$ cat config.mk
export PLATFORM = sky130hd
export DESIGN_NAME = pmipsl_control_flat
export DESIGN_NICKNAME = d
export VERILOG_FILES = /design/src/rtl/pmipsl_pkg.sv /design/src/rtl/pmipsl_control_if.sv /design/src/rtl/pmipsl_alu_decode.sv /design/src/rtl/pmipsl_control.sv /design/src/flat_wrapper.sv
export SDC_FILE = /design/constraint.sdc
export NUM_CORES = 1
export LEC_CHECK = 0
export CORE_MARGIN = 1.5
export CORE_UTILIZATION = 39
export CTS_BUF_LIST = sky130_fd_sc_hd__clkbuf_2
export CTS_CLUSTER_DIAMETER = 200
export DETAILED_ROUTE_END_ITERATION = 10
export GPL_TIMING_DRIVEN = 0
export PLACE_DENSITY = 0.83
export SLEW_MARGIN = 40
export SYNTH_ARGS = -nofsm -noshare
export SYNTH_HDL_FRONTEND = slang
export SYNTH_SLANG_ARGS = --single-unit
$ cat constraint.sdc
create_clock -name i_clock -period 1.48 [get_ports i_clock]
set_input_delay 0.222 -clock i_clock [delete_from_list [all_inputs] [get_ports i_clock]]
set_output_delay 0.222 -clock i_clock [all_outputs]
set_load 0.03 [all_outputs]
$ cat src/rtl/pmipsl_pkg.sv
// pmipsl_pkg: shared opcodes, ALU and mux encodings, and control states
package pmipsl_pkg;
    localparam logic [3:0] OP_RTYPE = 4'd0;
    localparam logic [3:0] OP_BEQ   = 4'd2;
    localparam logic [3:0] OP_LW    = 4'd4;
    localparam logic [3:0] OP_SW    = 4'd5;
    localparam logic [3:0] OP_ADDI  = 4'd6;
    localparam logic [3:0] OP_ANDI  = 4'd7;
    localparam logic [3:0] OP_J     = 4'd8;

    localparam logic [3:0] FN_ADD = 4'd0;
    localparam logic [3:0] FN_SUB = 4'd1;
    localparam logic [3:0] FN_AND = 4'd2;
    localparam logic [3:0] FN_OR  = 4'd3;
    localparam logic [3:0] FN_SLT = 4'd4;

    localparam logic [2:0] ALU_ADD = 3'd0;
    localparam logic [2:0] ALU_SUB = 3'd1;
    localparam logic [2:0] ALU_AND = 3'd2;
    localparam logic [2:0] ALU_OR  = 3'd3;
    localparam logic [2:0] ALU_SLT = 3'd4;

    localparam logic [1:0] PCS_ALU  = 2'd0;
    localparam logic [1:0] PCS_OUT  = 2'd1;
    localparam logic [1:0] PCS_JUMP = 2'd2;

    localparam logic [1:0] SRCB_RT   = 2'd0;
    localparam logic [1:0] SRCB_ONE  = 2'd1;
    localparam logic [1:0] SRCB_IMM  = 2'd2;
    localparam logic [1:0] SRCB_BOFF = 2'd3;

    typedef enum logic [3:0] {
        S_FETCH  = 4'd0,
        S_DECODE = 4'd1,
        S_MEMADR = 4'd2,
        S_MEMRD  = 4'd3,
        S_MEMWB  = 4'd4,
        S_MEMWR  = 4'd5,
        S_RTEXE  = 4'd6,
        S_RTWB   = 4'd7,
        S_IEXE   = 4'd8,
        S_IWB    = 4'd9,
        S_BRANCH = 4'd10,
        S_JUMP   = 4'd11
    } state_t;

    function automatic logic op_legal(input logic [3:0] op);
        return op == OP_RTYPE || op == OP_BEQ || op == OP_LW || op == OP_SW ||
               op == OP_ADDI || op == OP_ANDI || op == OP_J;
    endfunction
endpackage

$ cat src/rtl/pmipsl_control_if.sv
// pmipsl_control_if: instruction/status inputs and datapath control outputs
interface pmipsl_control_if #(parameter int CNT_W = 16);
    logic [16:0]      instr;
    logic             zero;
    logic             dmemready;
    logic             pcwrite;
    logic             pcwritecond;
    logic [1:0]       pcsource;
    logic             irwrite;
    logic             regdst;
    logic             regwrite;
    logic             memtoreg;
    logic             alusrca;
    logic [1:0]       alusrcb;
    logic [2:0]       aluctl;
    logic             dmemread;
    logic             dmemwrite;
    logic             illegal;
    logic [CNT_W-1:0] instret;
    logic [3:0]       probe;

    modport master (
        input  instr, zero, dmemready,
        output pcwrite, pcwritecond, pcsource, irwrite, regdst, regwrite, memtoreg,
               alusrca, alusrcb, aluctl, dmemread, dmemwrite, illegal, instret, probe
    );

    modport slave (
        output instr, zero, dmemready,
        input  pcwrite, pcwritecond, pcsource, irwrite, regdst, regwrite, memtoreg,
               alusrca, alusrcb, aluctl, dmemread, dmemwrite, illegal, instret, probe
    );
endinterface

$ cat src/rtl/pmipsl_alu_decode.sv
// pmipsl_alu_decode: ALU operation select and illegal-funct flag per state
module pmipsl_alu_decode
    import pmipsl_pkg::*;
(
    input  state_t     i_state,
    input  logic [3:0] i_opcode,
    input  logic [3:0] i_funct,
    output logic [2:0] o_aluctl,
    output logic       o_bad_funct
);
    // functs above SLT have no ALU operation
    assign o_bad_funct = i_funct > FN_SLT;

    // R-type passes funct through in both execute and writeback so ALUOut stays stable
    assign o_aluctl = (i_state == S_RTEXE || i_state == S_RTWB) ? (o_bad_funct ? ALU_ADD : i_funct[2:0]) :
                      (i_state == S_IEXE && i_opcode == OP_ANDI) ? ALU_AND :
                      (i_state == S_BRANCH) ? ALU_SUB : ALU_ADD;
endmodule

$ cat src/rtl/pmipsl_control.sv
// pmipsl_control: multicycle PMIPSL sequencer with retire counter and state probe
module pmipsl_control
    import pmipsl_pkg::*;
#(
    parameter int CNT_W = 16
) (
    input  logic              i_clock,
    input  logic              i_reset,
    pmipsl_control_if.master  io_bus
);
    state_t           r_state;
    state_t           w_next;
    logic [CNT_W-1:0] r_instret;
    logic [3:0]       w_op;
    logic             w_bad_funct;
    logic             w_retire;

    assign w_op = io_bus.instr[16:13];

    pmipsl_alu_decode u_alu_decode (
        .i_state     (r_state),
        .i_opcode    (w_op),
        .i_funct     (io_bus.instr[3:0]),
        .o_aluctl    (io_bus.aluctl),
        .o_bad_funct (w_bad_funct)
    );

    assign w_retire = r_state == S_MEMWB || r_state == S_RTWB || r_state == S_IWB ||
                      r_state == S_BRANCH || r_state == S_JUMP ||
                      (r_state == S_MEMWR && io_bus.dmemready);

    assign io_bus.illegal = (r_state == S_DECODE && !op_legal(w_op)) ||
                            (r_state == S_RTEXE && w_bad_funct);
    assign io_bus.probe   = r_state;
    assign io_bus.instret = r_instret;

    // state register; reset abandons any instruction in flight
    always_ff @(posedge i_clock) begin
        if (!i_reset) r_state <= S_FETCH;
        else          r_state <= w_next;
    end

    // retired-instruction counter, wraps naturally
    always_ff @(posedge i_clock) begin
        if (!i_reset)      r_instret <= '0;
        else if (w_retire) r_instret <= r_instret + CNT_W'(1);
    end

    // next-state: opcode dispatch in decode, memory states wait for dmemready
    always_comb begin
        w_next = S_FETCH;
        case (r_state)
            S_FETCH:  w_next = S_DECODE;
            S_DECODE: w_next = (w_op == OP_RTYPE) ? S_RTEXE :
                               (w_op == OP_BEQ) ? S_BRANCH :
                               (w_op == OP_LW || w_op == OP_SW) ? S_MEMADR :
                               (w_op == OP_ADDI || w_op == OP_ANDI) ? S_IEXE :
                               (w_op == OP_J) ? S_JUMP : S_FETCH;
            S_MEMADR: w_next = (w_op == OP_LW) ? S_MEMRD : S_MEMWR;
            S_MEMRD:  w_next = io_bus.dmemready ? S_MEMWB : S_MEMRD;
            S_MEMWR:  w_next = io_bus.dmemready ? S_FETCH : S_MEMWR;
            S_RTEXE:  w_next = w_bad_funct ? S_FETCH : S_RTWB;
            S_IEXE:   w_next = S_IWB;
            default:  w_next = S_FETCH;
        endcase
    end

    // Moore datapath controls; every enable defaults off
    always_comb begin
        io_bus.pcwrite     = 1'b0;
        io_bus.pcwritecond = 1'b0;
        io_bus.pcsource    = PCS_ALU;
        io_bus.irwrite     = 1'b0;
        io_bus.regdst      = 1'b0;
        io_bus.regwrite    = 1'b0;
        io_bus.memtoreg    = 1'b0;
        io_bus.alusrca     = 1'b0;
        io_bus.alusrcb     = SRCB_RT;
        io_bus.dmemread    = 1'b0;
        io_bus.dmemwrite   = 1'b0;
        case (r_state)
            S_FETCH: begin
                io_bus.irwrite = 1'b1;
                io_bus.alusrcb = SRCB_ONE;
                io_bus.pcwrite = 1'b1;
            end
            S_DECODE: io_bus.alusrcb = SRCB_BOFF;
            S_MEMADR, S_IEXE: begin
                io_bus.alusrca = 1'b1;
                io_bus.alusrcb = SRCB_IMM;
            end
            S_MEMRD: io_bus.dmemread = 1'b1;
            S_MEMWB: begin
                io_bus.memtoreg = 1'b1;
                io_bus.regwrite = 1'b1;
            end
            S_MEMWR: io_bus.dmemwrite = 1'b1;
            S_RTEXE: io_bus.alusrca = 1'b1;
            S_RTWB: begin
                io_bus.regdst   = 1'b1;
                io_bus.regwrite = 1'b1;
            end
            S_IWB: io_bus.regwrite = 1'b1;
            S_BRANCH: begin
                io_bus.alusrca     = 1'b1;
                io_bus.pcwritecond = 1'b1;
                io_bus.pcsource    = PCS_OUT;
            end
            S_JUMP: begin
                io_bus.pcwrite  = 1'b1;
                io_bus.pcsource = PCS_JUMP;
            end
            default: ;
        endcase
    end
endmodule

$ cat src/flat_wrapper.sv
// flat-port wrapper written by rule: the top's interface ports become plain ports
module pmipsl_control_flat import pmipsl_pkg::*;
#(
    parameter int CNT_W = 16
)
  (i_clock, i_reset, io_bus_instr, io_bus_zero, io_bus_dmemready, io_bus_pcwrite, io_bus_pcwritecond, io_bus_pcsource, io_bus_irwrite, io_bus_regdst, io_bus_regwrite, io_bus_memtoreg, io_bus_alusrca, io_bus_alusrcb, io_bus_aluctl, io_bus_dmemread, io_bus_dmemwrite, io_bus_illegal, io_bus_instret, io_bus_probe);
  pmipsl_control_if #(.CNT_W(CNT_W)) io_bus_i ();
  input  logic i_clock;
  input  logic i_reset;
  input wire logic [$bits(io_bus_i.instr)-1:0] io_bus_instr;
  input wire logic [$bits(io_bus_i.zero)-1:0] io_bus_zero;
  input wire logic [$bits(io_bus_i.dmemready)-1:0] io_bus_dmemready;
  output wire logic [$bits(io_bus_i.pcwrite)-1:0] io_bus_pcwrite;
  output wire logic [$bits(io_bus_i.pcwritecond)-1:0] io_bus_pcwritecond;
  output wire logic [$bits(io_bus_i.pcsource)-1:0] io_bus_pcsource;
  output wire logic [$bits(io_bus_i.irwrite)-1:0] io_bus_irwrite;
  output wire logic [$bits(io_bus_i.regdst)-1:0] io_bus_regdst;
  output wire logic [$bits(io_bus_i.regwrite)-1:0] io_bus_regwrite;
  output wire logic [$bits(io_bus_i.memtoreg)-1:0] io_bus_memtoreg;
  output wire logic [$bits(io_bus_i.alusrca)-1:0] io_bus_alusrca;
  output wire logic [$bits(io_bus_i.alusrcb)-1:0] io_bus_alusrcb;
  output wire logic [$bits(io_bus_i.aluctl)-1:0] io_bus_aluctl;
  output wire logic [$bits(io_bus_i.dmemread)-1:0] io_bus_dmemread;
  output wire logic [$bits(io_bus_i.dmemwrite)-1:0] io_bus_dmemwrite;
  output wire logic [$bits(io_bus_i.illegal)-1:0] io_bus_illegal;
  output wire logic [$bits(io_bus_i.instret)-1:0] io_bus_instret;
  output wire logic [$bits(io_bus_i.probe)-1:0] io_bus_probe;
  assign io_bus_i.instr = io_bus_instr;
  assign io_bus_i.zero = io_bus_zero;
  assign io_bus_i.dmemready = io_bus_dmemready;
  assign io_bus_pcwrite = io_bus_i.pcwrite;
  assign io_bus_pcwritecond = io_bus_i.pcwritecond;
  assign io_bus_pcsource = io_bus_i.pcsource;
  assign io_bus_irwrite = io_bus_i.irwrite;
  assign io_bus_regdst = io_bus_i.regdst;
  assign io_bus_regwrite = io_bus_i.regwrite;
  assign io_bus_memtoreg = io_bus_i.memtoreg;
  assign io_bus_alusrca = io_bus_i.alusrca;
  assign io_bus_alusrcb = io_bus_i.alusrcb;
  assign io_bus_aluctl = io_bus_i.aluctl;
  assign io_bus_dmemread = io_bus_i.dmemread;
  assign io_bus_dmemwrite = io_bus_i.dmemwrite;
  assign io_bus_illegal = io_bus_i.illegal;
  assign io_bus_instret = io_bus_i.instret;
  assign io_bus_probe = io_bus_i.probe;
  pmipsl_control #(.CNT_W(CNT_W)) u_core (.i_clock(i_clock), .i_reset(i_reset), .io_bus(io_bus_i));
endmodule
## Word level (Yosys, flattened, before mapping)

Cells that the tools add are included.
W data, S select, Z words.

- Register bits: 20
- Bits of input ports: 21
- Output and inout port bits: 37
- Logic and storage cells: 72

- $add $sub $neg: 1
- Order comparisons: 1
- Eq/ne operators: 17
- Muxes and demuxes: 25
- Reduce and logical (&&, ||, !) cells: 26

Operators by type and width:

| cell | number |
|---|---|
| $eq A4 B3 Y1 const B | 8 |
| $pmux W4 S7 | 1 |
| $eq A4 B4 Y1 const B | 5 |
| $mux W4 | 5 |
| $mux W3 | 6 |
| $add A16 B1 Y16 const B | 1 |
| $logic_or A1 B1 Y1 | 15 |
| $eq A4 B2 Y1 const B | 3 |
| $mux W1 | 10 |
| $logic_not A4 Y1 | 2 |
| $pmux W2 S3 | 1 |
| $eq A4 B1 Y1 const B | 1 |
| $gt A4 B3 Y1 const B | 1 |
| $logic_and A1 B1 Y1 | 4 |
| $pmux W2 S2 | 1 |
| $reduce_or A2 Y1 | 2 |
| $reduce_or A4 Y1 | 1 |
| $reduce_or A3 Y1 | 1 |
| $mux W2 | 1 |
| $logic_not A1 Y1 | 1 |

## Longest topological paths before layout

Gate-level depths: netlist of the first run.

- Word-level depth: 10
- Mapped depth: 6

## Modules after synthesis

A second synthesis of the first run with hierarchy kept.

- Cells, all modules: 184
- Area, all modules: 1421.4 um2

Modules (own cells, without submodules):

| module | times used | cells an instance | area an instance (um2) | sequential area each (um2) |
|---|---|---|---|---|
| pmipsl_control | 1 | 173 | 1323.8 | 400.4 |
| pmipsl_alu_decode | 1 | 11 | 97.6 | 0.0 |

## Least setup slack after synthesis of the first run

OpenSTA, ideal clock, no wires.

- Path kind: register to output
- Start: reg u_core.r_state[3] (netlist: u_core.io_bus.probe[3])
- End: out io_bus_regwrite
- Arrival time: 2.026 ns
- Data required time: 1.258 ns
- Setup slack: -0.768 ns
- Cell stages (with the launch flop): 6
- Buffers on the path: 2
- Path through: dfxtp_1 buf_2 clkbuf_1 nand2b_1 nor3_1 a21o_1

- Cells in the longest elaborated chain, start to end: 3

Ends and longest elaborated chain:

| item | line | text |
|---|---|---|
| start: declaration | pmipsl_control.sv:11 | `state_t r_state;` |
| start signal: assignment | pmipsl_control.sv:40 | `else r_state <= w_next;` |
| $eq A4 B4 Y1 / $eq A4 B3 Y1 (equally long branches) | pmipsl_control.sv:81 | `case (r_state)` |
| $reduce_or A3 Y1 (no line) * | n/a |  |
| $mux W1 * | pmipsl_control.sv:81 |  |
| end: declaration | flat_wrapper.sv:18 | `output wire logic [$bits(io_bus_i.regwrite)-1:0] io_bus_regwrite;` |

Mark *: on every way between the ends. The rest lies on a longest branch, timed or not.

## Worst setup path in the final report of the first run

- Start: reg u_core.r_state[1] (netlist: u_core.io_bus.probe[1])
- End: reg u_core.r_instret[5] (netlist: u_core.io_bus.instret[5])

- Cells in the longest elaborated chain, start to end: 6

Ends and longest elaborated chain:

| item | line | text |
|---|---|---|
| $eq A4 B3 Y1 | pmipsl_control.sv:28 | `assign w_retire = r_state == S_MEMWB \|\| r_state == S_RTWB \|\| r_state == S_IWB \|\|` |
| $logic_or A1 B1 Y1 (3 in a row) | pmipsl_control.sv:28 |  |
| $logic_or A1 B1 Y1 | pmipsl_control.sv:29 | `r_state == S_BRANCH \|\| r_state == S_JUMP \|\|` |
| $logic_or A1 B1 Y1 * | pmipsl_control.sv:29 |  |
| end signal: assignment | pmipsl_control.sv:46 | `else if (w_retire) r_instret <= r_instret + CNT_W'(1);` |
| end: declaration | pmipsl_control.sv:13 | `logic [CNT_W-1:0] r_instret;` |

Marks and branches as above.
A chain may end at the register's enable or synchronous reset.

==> impl_metrics.ini, run 1 <==
[worst_setup_path]
r2r_end = u_core.io_bus.instret[5]$_SDFFE_PN0P_
r2r-start = u_core.io_bus.probe[1]$_SDFF_PN0_
cp-end-kind = flop
reg2regPathDepth = 8
cp_data_required_time_ps = 1770
critical_path.endpoint = u_core.io_bus.instret[5]$_SDFFE_PN0P_
worstPathArrival_ps = 2230
r2r_slack_ps = -460
crit_type = flop to flop
worst-path-max-fanout = 6
cp-startpoint = u_core.io_bus.probe[1]$_SDFF_PN0_
critPathLaunchType = flop

[detailed_routing]
drc = 0
routed-via-count = 1775
wire_per_inst_um = 18.1
drt_iter0_drc = 128
post_drt_via_cell_ratio = 5.88
ant_nets = 0
drt_first_pass_iters = 5
drt_wl_total_um = 5480

[finish]
post-route-cell-area_mm2 = 0.00269
drive_gt1_share_pct = 50.4
nFillCells = 185
layout-area-overhead-vs-synth_pct = 102
nNetsFinal = 279
insertedDiodeCount = 0
stdcell_count = 302

[synth]
yosys_warnings = 0
synth_area_per_cell_um2 = 7.56
seq_area_frac_synth_pct = 30.1
yosys-top-cells-area = dfxtp_1, a21oi_1, o21ai_0, or3_1, nor2_1
ys_types = 46
async_flop_share_pct = 0
ys_top_cells_by_count = dfxtp_1, a21oi_1, nor2_1, o21ai_0, or3_1
synth_edf_count = 0
synthesis.area_mm2 = 0.00133
ys_seq_elements = 20
yosysTopAreaCell = dfxtp_1
synth_flop_cell = dfxtp_1
yosysMostFrequentCell = dfxtp_1
synth_top_area_share_pct = 30.1
syn-num-nets = 198
postSynthCellCount = 176

[sta]
worst_slack_ps = -455
slew_headroom_pct = 61.9
fin_skew_ps = 1.19
fmax_mhz = 517
fin_crit_sh_pct = 131
rsz0062_at_grt = true
final.min_clock_period_ps = 1940
slew_viol_final = 0
worst_pin_slew_ps = 571
whs_ps = 411
hold_violations = 0
setup_viol = 35

[min_path]
hold_class = input port to flop
min-delay-start = io_bus_instr[13]

[run_status]
violations = negative setup slack
status = complete, but fails checks

[pwr]
power_density_mw_per_mm2 = 617
p_switching_uw = 563
seq_power_share_pct = 33.9
leakagePower_uw = 0.00105
combinationalPowerShare_pct = 40.3
vdd_drop_max_mv = 0.398
clkPwrFrac_pct = 25.7
p_sw_share_pct = 33.9
p_total_uw = 1660
power.internal_uw = 1100

[placed_design]
port_buffers = 47
gp_congestion = 0.882
dp_cells = 269
place_ws_ps = -817
post-dp-hpwl_um = 2670
place_area_mm2 = 0.00209

[floorplanning]
io_pins = 58
dieArea_mm2 = 0.00377
die_h_um = 61.4
die_x_um = 61.4
core-area_mm2 = 0.00331
start_util_pct = 40.2
placementRows = 21

[clock_network]
cts-root-buf = clkbuf_2
clk_path_buf_depth = 2
clkSlewWorstSetupHoldPaths_ps = 210
cts_tree = done
h-tree-depth = 1
worstSkewPairLatency_ps = 340
clock-sinks = 20
cts_hold_buffers = 0
cts_buffers = 3

[grt]
grt_max_degree = 13
grt_pass1_vias = 1548
grt_usage_pct = 26.0
grt-ovfl-total = 0
antenna_found_initial = 0
grt_pass1_wl_um = 7330

[flow_run]
drv_cap = 0
worst min-delay path by stage:
stage	to	slack, ps	cells after the start
2_1_floorplan	u_core.io_bus.probe[2]$_SDFF_PN0_	400	3
3_3_place_gp	u_core.io_bus.instret[15]$_SDFFE_PN0P_	470	2
3_5_place_dp	u_core.io_bus.instret[15]$_SDFFE_PN0P_	480	2
4_1_cts	u_core.io_bus.instret[15]$_SDFFE_PN0P_	500	2
5_1_grt	u_core.io_bus.probe[1]$_SDFF_PN0_	440	3
6_report	u_core.io_bus.probe[1]$_SDFF_PN0_	410	3
cells in the final DEF (no fill, tap or decap), types with 5 or more instances in the layout:
master,instances
buf_4,13
o21ai_1,6
dfxtp_2,7
clkbuf_2,7
buf_6,32
o21ai_0,9
dfxtp_1,8
or3_1,7
dfxtp_4,5
or3_4,5
nor2_1,7
a21oi_2,6
dlygate4sd2_1,15
nor2_4,8
clkdlybuf4s50_1,9
buf_12,6
nand2_1,8
nand2b_1,5
inv_1,5
a21oi_1,10
registers in the layout, indices dropped and copies added, names as in the netlist:
| name | flops |
|---|---|
| u_core.io_bus.probe | 4 |
| u_core.io_bus.instret | 16 |
area by class of cell:
type	instances	area, um^2	area share [%]
multi-input cells	138	1200	44.7
repair buffers	77	788	29.3
flip-flops and latches	20	428	15.9
plain buffers	11	145	5.40
well taps	46	57.6	2.14
clock inverters	1	30.0	1.12
inverters	6	22.5	0.838
clock buffers	3	15.0	0.558
worst max-delay path, stage by stage (launching register included):
cell	delay (ps)
dfxtp_4	400
buf_8	130
buf_12	120
xnor2_4	180
buf_6	160
o2111ai_4	190
buf_6	200
or3_1	340
a21oi_1	140
metal layers:
| layer | part of all wire (%) | track usage (%) |
|---|---|---|
| met5 | 0 | 0 |
| met4 | 2.4 | 6.69 |
| met3 | 6.2 | 4.20 |
| met2 | 50 | 42.2 |
| met1 | 41 | 36.2 |
kinds of logic (layout without fill, tap and decap cells):
group           count (synthesis)  after routing  synth area share, %
buf+inv                        18             98                 6.30
simple gates                   79             79                 33.0
mux                             1              1                0.753
fa+ha+maj                       1              1                0.941
xor+xnor                        4              4                 3.76
flops                          20             20                 30.1
compound gates                 53             53                 25.1
stage by stage:
step                utilization (%)  setup TNS, ps
global route                   81.2         -12530
global placement               63.2         -15970
detailed placement             63.2         -16390
finish                         81.2         -10320
floorplan                         -          -2250
CTS                            74.9          -8090
power by group through the flow:
| stage | combinational [uW] | sequential, uW | clock [uW] |
|---|---|---|---|
| 2_1_floorplan | 287 | 590 | 0 |
| 3_3_place_gp | 453 | 570 | 0 |
| 3_5_place_dp | 456 | 570 | 0 |
| 4_1_cts | 592 | 560 | 409 |
| 5_1_grt | 700 | 565 | 452 |
| 6_report | 670 | 563 | 427 |
repair_timing:
item | CTS | global route
cloned | 2 | 0
gates resized for setup | 181 | 41
pin swaps | 23 | 29
buffers inserted | 17 | 12
endpoints found under the setup margin | 57 | 42
hold endpoints to repair | 0 | 0
Power figures use the tool's default switching activity.
==> run 2: changes to the inputs <==
--- a/config.mk
+++ b/config.mk
@@ -10,7 +10,7 @@
 export CTS_BUF_LIST = sky130_fd_sc_hd__clkbuf_2
 export CTS_CLUSTER_DIAMETER = 200
 export DETAILED_ROUTE_END_ITERATION = 10
-export GPL_TIMING_DRIVEN = 0
+export GPL_TIMING_DRIVEN = 1
 export PLACE_DENSITY = 0.83
 export SLEW_MARGIN = 40
 export SYNTH_ARGS = -nofsm -noshare
==> impl_metrics.ini, run 2 (synthesis gave the netlist of run 1 again) <==
[clock_network]
clkSlewWorstSetupHoldPaths_ps = 180
h-tree-depth = 1
cts_buffers = 3
cts-root-buf = clkbuf_2
clock-sinks = 20
clk_path_buf_depth = 2
cts_tree = done
worstSkewPairLatency_ps = 360
cts_hold_buffers = 0

[placed_design]
port_buffers = 47
dp_cells = 294
gp_congestion = 0.842
post-dp-hpwl_um = 3080

[worst_setup_path]
worstPathCellList = buf_8 > xnor2_4 > buf_6 > o2111ai_4 > or4_1 > a21oi_1
worst-path-max-fanout = 6
critPathLaunchType = flop
cp-end-kind = flop
slowest_stage = or4_1
critPathMaxStageDelay_ps = 600
worstPathArrival_ps = 2260
critical_path_buf_inv_count = 2
cpLargestDelayFamily = simple AND/OR/NAND/NOR gates
cp_data_required_time_ps = 1780
crit_type = flop to flop

[sta]
setup_viol = 39
slew_headroom_pct = 67.5
rsz0062_at_grt = true
worst_slack_ps = -479
hold_violations = 0
fin_crit_sh_pct = 132
fmax_mhz = 510
worst_pin_slew_ps = 486
final.min_clock_period_ps = 1960
fin_skew_ps = 10.7
slew_viol_final = 0

[detailed_routing]
drc = 0
ant_nets = 0
drt_first_pass_iters = 8
wire_per_inst_um = 26.1
drt_wl_total_um = 8890
routed-via-count = 2239
drt_iter0_drc = 398
post_drt_via_cell_ratio = 6.59

[pwr]
vdd_drop_max_mv = 0.698
power_density_mw_per_mm2 = 550
leakagePower_uw = 0.00122

[min_path]
hold_class = input port to flop

[finish]
layout-area-overhead-vs-synth_pct = 132
largest_register_ffs = 16
post-route-util_pct = 93.0
insertedDiodeCount = 0
drive_gt1_share_pct = 62.9
seqCellArea_um2 = 428
nNetsFinal = 317
final_common_cell = buf_6
multi_input_area_mm2 = 0.00130
nFillCells = 106
stdcell_count = 340
final_cell_mix = buf_6, buf_4, dlygate4sd2_1

[flow_run]
drv_cap = 0

[floorplanning]
start_util_pct = 40.2
die_x_um = 61.4
core-area_mm2 = 0.00331
placementRows = 21
io_pins = 58
dieArea_mm2 = 0.00377
die_h_um = 61.4

[grt]
grt_pass1_wl_um = 9960
grt_usage_pct = 37.3
grt-ovfl-total = 0
grt_pass1_vias = 1971
antenna_found_initial = 0
grt_max_degree = 17

[run_status]
status = complete, but fails checks
violations = negative setup slack
## run 2: changes by cell type in the layout (fill, tap and decap cells not counted), sizes merged
cell | previous run | this run
clkbuf | 10 | 8
buf | 54 | 97
bufinv | 1 | 0
dlygate4sd2 | 15 | 11
dlymetal6s2s | 1 | 0
clkdlybuf4s50 | 9 | 10
o2111ai | 4 | 6
## run 2: where the power goes
group,switching [uW],internal [uW]
clock,185,71.3
sequential,14.8,547
combinational,454,423
total,654,1040
## run 2: worst register-to-register path, cell delays in order, from the launching register on
cell	delay, ps
dfxtp_4	410
buf_8	150
xnor2_4	240
buf_6	160
o2111ai_4	200
or4_1	600
a21oi_1	160
## run 2: worst paths after layout
check,from,to,slack [ps],cells after the start
worst max-delay path,u_core.io_bus.probe[3]$_SDFF_PN0_,u_core.io_bus.instret[15]$_SDFFE_PN0P_,-480,6
worst min-delay path,i_reset,u_core.io_bus.probe[3]$_SDFF_PN0_,490,3
worst max register to register,u_core.io_bus.probe[3]$_SDFF_PN0_,u_core.io_bus.instret[15]$_SDFFE_PN0P_,-480,6
worst min register to register,u_core.io_bus.instret[7]$_SDFFE_PN0P_,u_core.io_bus.instret[7]$_SDFFE_PN0P_,550,2
## run 2: area by class of cell
class	instances	area share, %
Tap cell	46	1.87
Multi-Input combinational cell	140	42.3
Timing Repair Buffer	124	40.6
Clock buffer	4	0.650
Inverter	6	0.731
Sequential cell	20	13.9
## run 2: stage by stage
stage / hold WS (ps) / setup WS [ps] / power (uW) / TNS [ps] / area, um^2
finish: 494 / -479 / 1690 / -11920 / 3080
global route: 493 / -555 / 1730 / -13320 / 3080
CTS: 454 / -318 / 1500 / -7150 / 2760
detailed placement: 479 / -388 / 1080 / -6870 / 2210
global placement: 468 / -352 / 1070 / -6300 / 2210
floorplan: 398 / -151 / 876 / -2250 / 1570
## run 2: metal layers
layer / wire length [um] / GRT usage, % / vias up
met5: 0 / 0 / -
met4: 684 / 17.3 / 0
met3: 935 / 9.45 / 73
met2: 4020 / 59.6 / 202
met1: 3240 / 47.2 / 1073
li1: - / - / 891
## run 2: what timing repair did
item | CTS | global route
buffers inserted | 32 | 9
pin swaps | 29 | 36
setup endpoints to repair | 52 | 42
gates cloned | 2 | 1
gates resized for setup | 85 | 65
==> run 3: changes to the inputs <==
--- a/config.mk
+++ b/config.mk
@@ -11,6 +11,7 @@
 export CTS_CLUSTER_DIAMETER = 200
 export DETAILED_ROUTE_END_ITERATION = 10
 export GPL_TIMING_DRIVEN = 1
+export HOLD_SLACK_MARGIN = 0.08
 export PLACE_DENSITY = 0.83
 export SLEW_MARGIN = 40
 export SYNTH_ARGS = -nofsm -noshare
==> results of run 3 <==
The final DEF is identical to that of run 2; final timing and power are the same.
